**src/rtl/exe_stage.sv**
```systemverilog
// Execute stage of the 16-bit RSA ASIP pipeline.
// Performs one ALU operation per cycle: add, compare/subtract, modular multiply or move.
// Also resolves jumps/branches and forwards the jump target.
// Every output is registered, so results appear one cycle after the operands are sampled.
module exe_stage #(
  parameter int unsigned ARQ = 16
) (
  input  logic           i_clk,
  input  logic           i_rst,
  input  logic           i_mux_exe,
  input  logic           i_jop_lsb,
  input  logic           i_jenable,
  input  logic [1:0]     i_alu_op,
  input  logic [ARQ-1:0] i_src1,
  input  logic [ARQ-1:0] i_src2,
  input  logic [ARQ-1:0] i_srcdest,
  input  logic [ARQ-1:0] i_imm,
  input  logic [12:0]    i_jaddr,
  output logic [ARQ-1:0] o_alu_result,
  output logic           o_branch_taken,
  output logic [12:0]    o_jaddr_out
);

  localparam int unsigned JW = 13;
  localparam int unsigned PW = 2 * ARQ;

  localparam logic [1:0] OP_ADD = 2'b00;
  localparam logic [1:0] OP_CMP = 2'b01;
  localparam logic [1:0] OP_MUL = 2'b10;
  localparam logic [1:0] OP_MOV = 2'b11;

  logic [ARQ-1:0] w_opb;
  logic [PW-1:0]  w_prod;
  logic [PW-1:0]  w_mod;
  logic           w_eq;
  logic           w_cond;
  logic [ARQ-1:0] w_alu_next;
  logic           w_branch_next;

  // Operand select, full-width product with reduction, and branch condition
  always_comb begin
    w_opb  = i_mux_exe ? i_imm : i_src2;
    w_prod = PW'(i_src1) * PW'(w_opb);
    w_mod  = '0;
    if (i_srcdest != '0) begin
      w_mod = w_prod % PW'(i_srcdest);
    end
    w_eq   = (i_src1 == i_src2);
    w_cond = i_jop_lsb ? w_eq : !w_eq;
  end

  // ALU result and branch decision for the current opcode
  always_comb begin
    w_alu_next    = '0;
    w_branch_next = i_jenable;
    case (i_alu_op)
      OP_ADD: w_alu_next = i_src1 + w_opb;
      OP_CMP: begin
        // Compare always uses the register operand, never the immediate
        w_alu_next    = i_src1 - i_src2;
        w_branch_next = i_jenable | w_cond;
      end
      OP_MUL: w_alu_next = ARQ'(w_mod);
      OP_MOV: w_alu_next = w_opb;
      default: w_alu_next = '0;
    endcase
  end

  // Output registers; synchronous reset overrides any operation in the same cycle
  always_ff @(posedge i_clk) begin
    if (i_rst) begin
      o_alu_result   <= '0;
      o_branch_taken <= 1'b0;
      o_jaddr_out    <= '0;
    end else begin
      o_alu_result   <= w_alu_next;
      o_branch_taken <= w_branch_next;
      o_jaddr_out    <= JW'(i_jaddr);
    end
  end

endmodule

```
**config.mk**
```make
export PLATFORM = sky130hd
export DESIGN_NAME = exe_stage
export DESIGN_NICKNAME = d
export VERILOG_FILES = /design/src/rtl/exe_stage.sv
export SDC_FILE = /design/constraint.sdc
export NUM_CORES = 2
export LEC_CHECK = 0
export ABC_AREA = 1
export BUFFER_PORTS_ARGS = -buffer_cell sky130_fd_sc_hd__buf_2
export CORE_UTILIZATION = 25
export DETAILED_ROUTE_END_ITERATION = 10
export GPL_TIMING_DRIVEN = 0
export SLEW_MARGIN = 20
export SYNTH_ARGS = -nofsm -noshare
export SYNTH_HDL_FRONTEND = slang
export SYNTH_SLANG_ARGS = --single-unit
```
**constraint.sdc**
```tcl
create_clock -name i_clk -period 120.3 [get_ports i_clk]
set_input_delay 0 -clock i_clk [delete_from_list [all_inputs] [get_ports i_clk]]
set_output_delay 0 -clock i_clk [all_outputs]
set_load 0.02 [all_outputs]
```
Word level (Yosys, flattened, before mapping). Index checks and enable logic that the tools add are counted. W data, S select, Z words.

Muxes and demuxes: 5. Div/mod/pow operators: 1. Shift-type cells: 0. Eq/ne operators: 4. Bitwise gates (word level): 1. $lt $le $gt $ge: 0. $add $sub $neg: 2. Reductions and logical operators: 3. Multiply operators: 1.

Operators with widths (number): $pmux W16 S4 (1); $mod A32 B16 Y32 (1); $mul A16 B16 Y32 (1); $mux W16 (2); $add A16 B16 Y16 (1); $eq A16 B16 Y1 (1); $reduce_bool A16 Y1 (1); $sub A16 B16 Y16 (1); $eq A2 B2 Y1 const B (2); $eq A2 B1 Y1 const B (1); $logic_not A2 Y1 (1); $mux W1 (2); $logic_not A1 Y1 (1); $or A1 B1 Y1 (1).

Memories: 0. Output and inout bits: 30. RAM bits: 0. Flip-flop bits (word level): 30. Bits in read-only memories: 0. Latch bits: 0.

Logic depth before layout (Yosys ltp).
Word-level depth: 5. Gate-level depth with buffers: 720. Gate-level depth less buffers: 668.

Worst setup path after synthesis. No wires, ideal clock.

Kind: input -> register. Start point: input i_mux_exe. End point: register o_alu_result[15]. Stages: 697. Slack: 26793 ps. Setup time: 109 ps. Arrival: 93398 ps. Path through: clkbuf_1 -> inv_1 -> clkbuf_1 -> o21ai_0 -> inv_1 -> clkbuf_1 -> ha_1 -> fa_1 -> inv_1 -> fa_1 -> fa_1 -> fa_1 -> fa_1 -> fa_1 -> inv_1 -> ha_1 -> nand2_1 -> nor2_1 -> [... 661 more ...] -> nor2_1 -> o21bai_1 -> a21oi_1 -> o21bai_1 -> a21oi_1 -> o21bai_1 -> a21oi_1 -> o21bai_1 -> nand3_1 -> nand2_1 -> a21oi_1 -> o21ai_0 -> xnor2_1 -> nand2_1 -> nand3_1 -> nand3_1 -> nand2_1 -> inv_1.

Word-level cells in the longest chain between the ends: 5. Elaborated cells on any way between the ends: 6.

RTL lines: from (decl) (line 10) `input logic i_mux_exe,`; $mux W16 * (line 42) `w_opb = i_mux_exe ? i_imm : i_src2;`; $mul A16 B16 Y32 (line 43) `w_prod = PW'(i_src1) * PW'(w_opb);`; $mod A32 B16 Y32 (line 46) `w_mod = w_prod % PW'(i_srcdest);`; $mux W16 (line 45) `if (i_srcdest != '0) begin`; $pmux W16 S4 * (line 56) `case (i_alu_op)`; to (signal assigned) (line 76) `o_alu_result <= w_alu_next;`; to (decl) (line 19) `output logic [ARQ-1:0] o_alu_result,`.

Mark *: on every way between the ends. The rest lies on a longest branch, timed or not. A chain may end at the register's enable or synchronous reset.

Worst setup path in the final report.
Start point: input i_mux_exe. End point: register o_alu_result[12].

The elaborated chain is that of the path after synthesis.

==> impl_metrics.tcl <==
set metrics [dict create \
    min_to "o_branch_taken$_SDFF_PP0_" \
    async_flop_share 0 \
    grt_pass1_vias 31500 \
    tightestPinTransition_ns 1.11 \
    max_stage_delay_ns 0.56 \
    maxUsedRoutingLayer "met5" \
    route.met2.wl_mm 42.7 \
    ys_seq_elements 30 \
    grt_pass1_wl_mm 153 \
    yosys_warnings 0 \
    core.rowCount 134 \
    coreArea_um2 134000 \
    port_buffers 112 \
    finalWirelength_mm 90.0 \
    vias 32800 \
    die_w_um 370 \
    route.met3.wl_mm 3.16 \
    fin_tns_setup_ns 0 \
    gp_congestion 0.912 \
    numClockSinks 30 \
    synth_top_area_frac 0.195 \
    seqCellArea_um2 601 \
    wirelength_met1_mm 43.0 \
    htree_levels 2 \
    area_growth_pct 9.57 \
    setup.worst_path.start_class "input port" \
    multi_input_area_um2 29300 \
    die-area_um2 137000 \
    first_pass_iters 5 \
    drc 0 \
    yosys-top-cells-area "ha_1 20%, nand2_1 13%, fa_1 12%, inv_1 9.2%, xor2_1 5.7%" \
    clock_path_buffers 2 \
    yosysTopAreaCell "ha_1" \
    outcome "finished clean" \
    grt_max_degree 35 \
    dpl.hpwl_mm 79.2 \
    cp_max_fo 19 \
    hold_depth 4 \
    avgSynthCellArea_um2 6.46 \
    antenna_found_initial 3 \
    clock-root-buffer "clkbuf_16" \
    viasPerCell 4.59 \
    rsz0062_at_grt "false" \
    period_minus_slack_ns 107.34 \
    crit_top_cell "nand2_1" \
    end_kind "flip-flop" \
    syn_nets 6054 \
    final_nets 6190 \
    initial_core_util 0.253 \
    synth_ff_type "dfxtp_1" \
    synth_cell_types 74 \
    antenna_left 0 \
    crit_slowest_cell "fa_1" \
    path_class "in -> reg" \
    maxSlewHeadroom 0.258 \
    fmax_mhz 9.32 \
    cts_tree "built" \
    cts_buffers 5 \
    hold_violations 0 \
    ys_seq_area_frac 0.0177 \
    pin_count 114 \
    grt_overflow 0 \
    cp.arrival_ns 107.53 \
    hold_class "in -> reg" \
    nFillCells 14800 \
    synth_edf_count 0 \
    track_usage 0.130 \
    maxCapViolations 0 \
    finalCritPeriodShare 0.892 \
    crit_required_ns 120.49 \
    avgRoutedWirePerCell_um 12.6 \
    drive_gt1_frac 0.106 \
    setup_violations 0 \
    postSynthCellCount 5244 \
    die_h_um 370 \
    synth.cell_area_um2 33900 \
    drt_iter0_drc 1590 \
    min_from "i_jop_lsb" \
    clk_pin_slew_ns 0.05 \
    finalMaxSlewViolations 0 \
]
-- per-stage QoR --
stage	std cells	instance area, um^2	hold WS [ns]	setup WS (ns)	utilization
6_report	7149	37100	0.125	12.96	0.277
5_1_grt	7149	37100	0.202	0.0218	0.277
4_1_cts	7149	37000	0.127	9.01	0.276
3_5_place_dp	7124	36700	0.206	9.01	0.274
3_3_place_gp	7124	36700	0.201	11.01	0.274
2_1_floorplan	5244	33900	0.0712	26.79	-
-- per-layer routing --
metal	vias to the layer above	global-route usage
li1	17200	-
met1	15100	0.180
met2	505	0.225
met3	72	0.00748
met4	2	0.0157
met5	-	0
-- Yosys cell counts, types with 30 or more instances --
| library cell | n |
|---|---|
| nand2_1 | 1181 |
| inv_1 | 832 |
| ha_1 | 529 |
| nor2_1 | 374 |
| o21ai_0 | 312 |
| a21oi_1 | 274 |
| nand3_1 | 257 |
| xor2_1 | 221 |
| fa_1 | 197 |
| xnor2_1 | 144 |
| nand4_1 | 72 |
| inv_2 | 71 |
| clkbuf_1 | 64 |
| nand2_2 | 64 |
| a21o_1 | 61 |
| o21ai_1 | 58 |
| o21bai_1 | 50 |
| or2_2 | 48 |
| nand3_2 | 37 |
| dfxtp_1 | 30 |
-- kinds of logic (layout without fill, tap and decap cells) --
| family | count (synthesis) | in the layout | synth area share |
|---|---|---|---|
| compound gates | 876 | 876 | 0.150 |
| xor+xnor | 365 | 365 | 0.0944 |
| fa+ha+maj | 726 | 726 | 0.312 |
| buf+inv | 1034 | 1170 | 0.121 |
| flops | 30 | 30 | 0.0177 |
| other cells | 0 | 1 | 0 |
| simple gates | 2213 | 2213 | 0.305 |
-- flip-flops by register name, summed over array words and instances, names as in the netlist --
| name | count |
|---|---|
| o_branch_taken | 1 |
| o_jaddr_out | 13 |
| o_alu_result | 16 |
-- worst max path at each step --
| stage | start | endpoint |
|---|---|---|
| 2_1_floorplan | i_mux_exe | o_alu_result[15]$_SDFF_PP0_ |
| 3_3_place_gp | i_mux_exe | o_alu_result[12]$_SDFF_PP0_ |
| 3_5_place_dp | i_mux_exe | o_alu_result[13]$_SDFF_PP0_ |
| 4_1_cts | i_mux_exe | o_alu_result[13]$_SDFF_PP0_ |
| 5_1_grt | i_mux_exe | o_alu_result[13]$_SDFF_PP0_ |
| 6_report | i_mux_exe | o_alu_result[12]$_SDFF_PP0_ |
-- layout make-up --
class                           instances  area share
Tap cell                             1768      0.0596
Antenna cell                            1   0.0000674
Multi-Input combinational cell       4180       0.789
Inverter                              933      0.0951
Buffer                                100      0.0159
Clock inverter                          1    0.000809
Clock buffer                            6     0.00374
Sequential cell                        30      0.0162
Timing Repair Buffer                  130      0.0200
-- cell usage in the layout, fill, tap and decap left out, drive strengths merged, types with 51 or more instances in the layout --
master | Yosys | routed
a21o | 62 | 62
ha | 529 | 529
nand3 | 308 | 308
clkbuf | 68 | 74
o21bai | 51 | 51
o21ai | 379 | 379
nor2 | 431 | 431
nand4 | 78 | 78
nand2 | 1271 | 1271
buf | 32 | 143
or2 | 55 | 55
xnor2 | 144 | 144
a21oi | 301 | 301
fa | 197 | 197
xor2 | 221 | 221
inv | 904 | 903
-- what timing repair did --
item                       in CTS  in global routing
gates resized for setup         0                 71
hold endpoints to repair       14                  0
buffers inserted                0                  0
hold buffers                   18                  0
setup endpoints to repair       0                 16
-- worst max-delay path, delay by kind of cell --
kind	cells	cell delay [ns]
simple gates	229	25.14
fa+ha+maj	40	13.82
compound gates	260	47.14
buf+inv	168	21.24
Power is not shown: default switching activity piles up to over one toggle a cycle in this logic, so the estimate is an artifact.
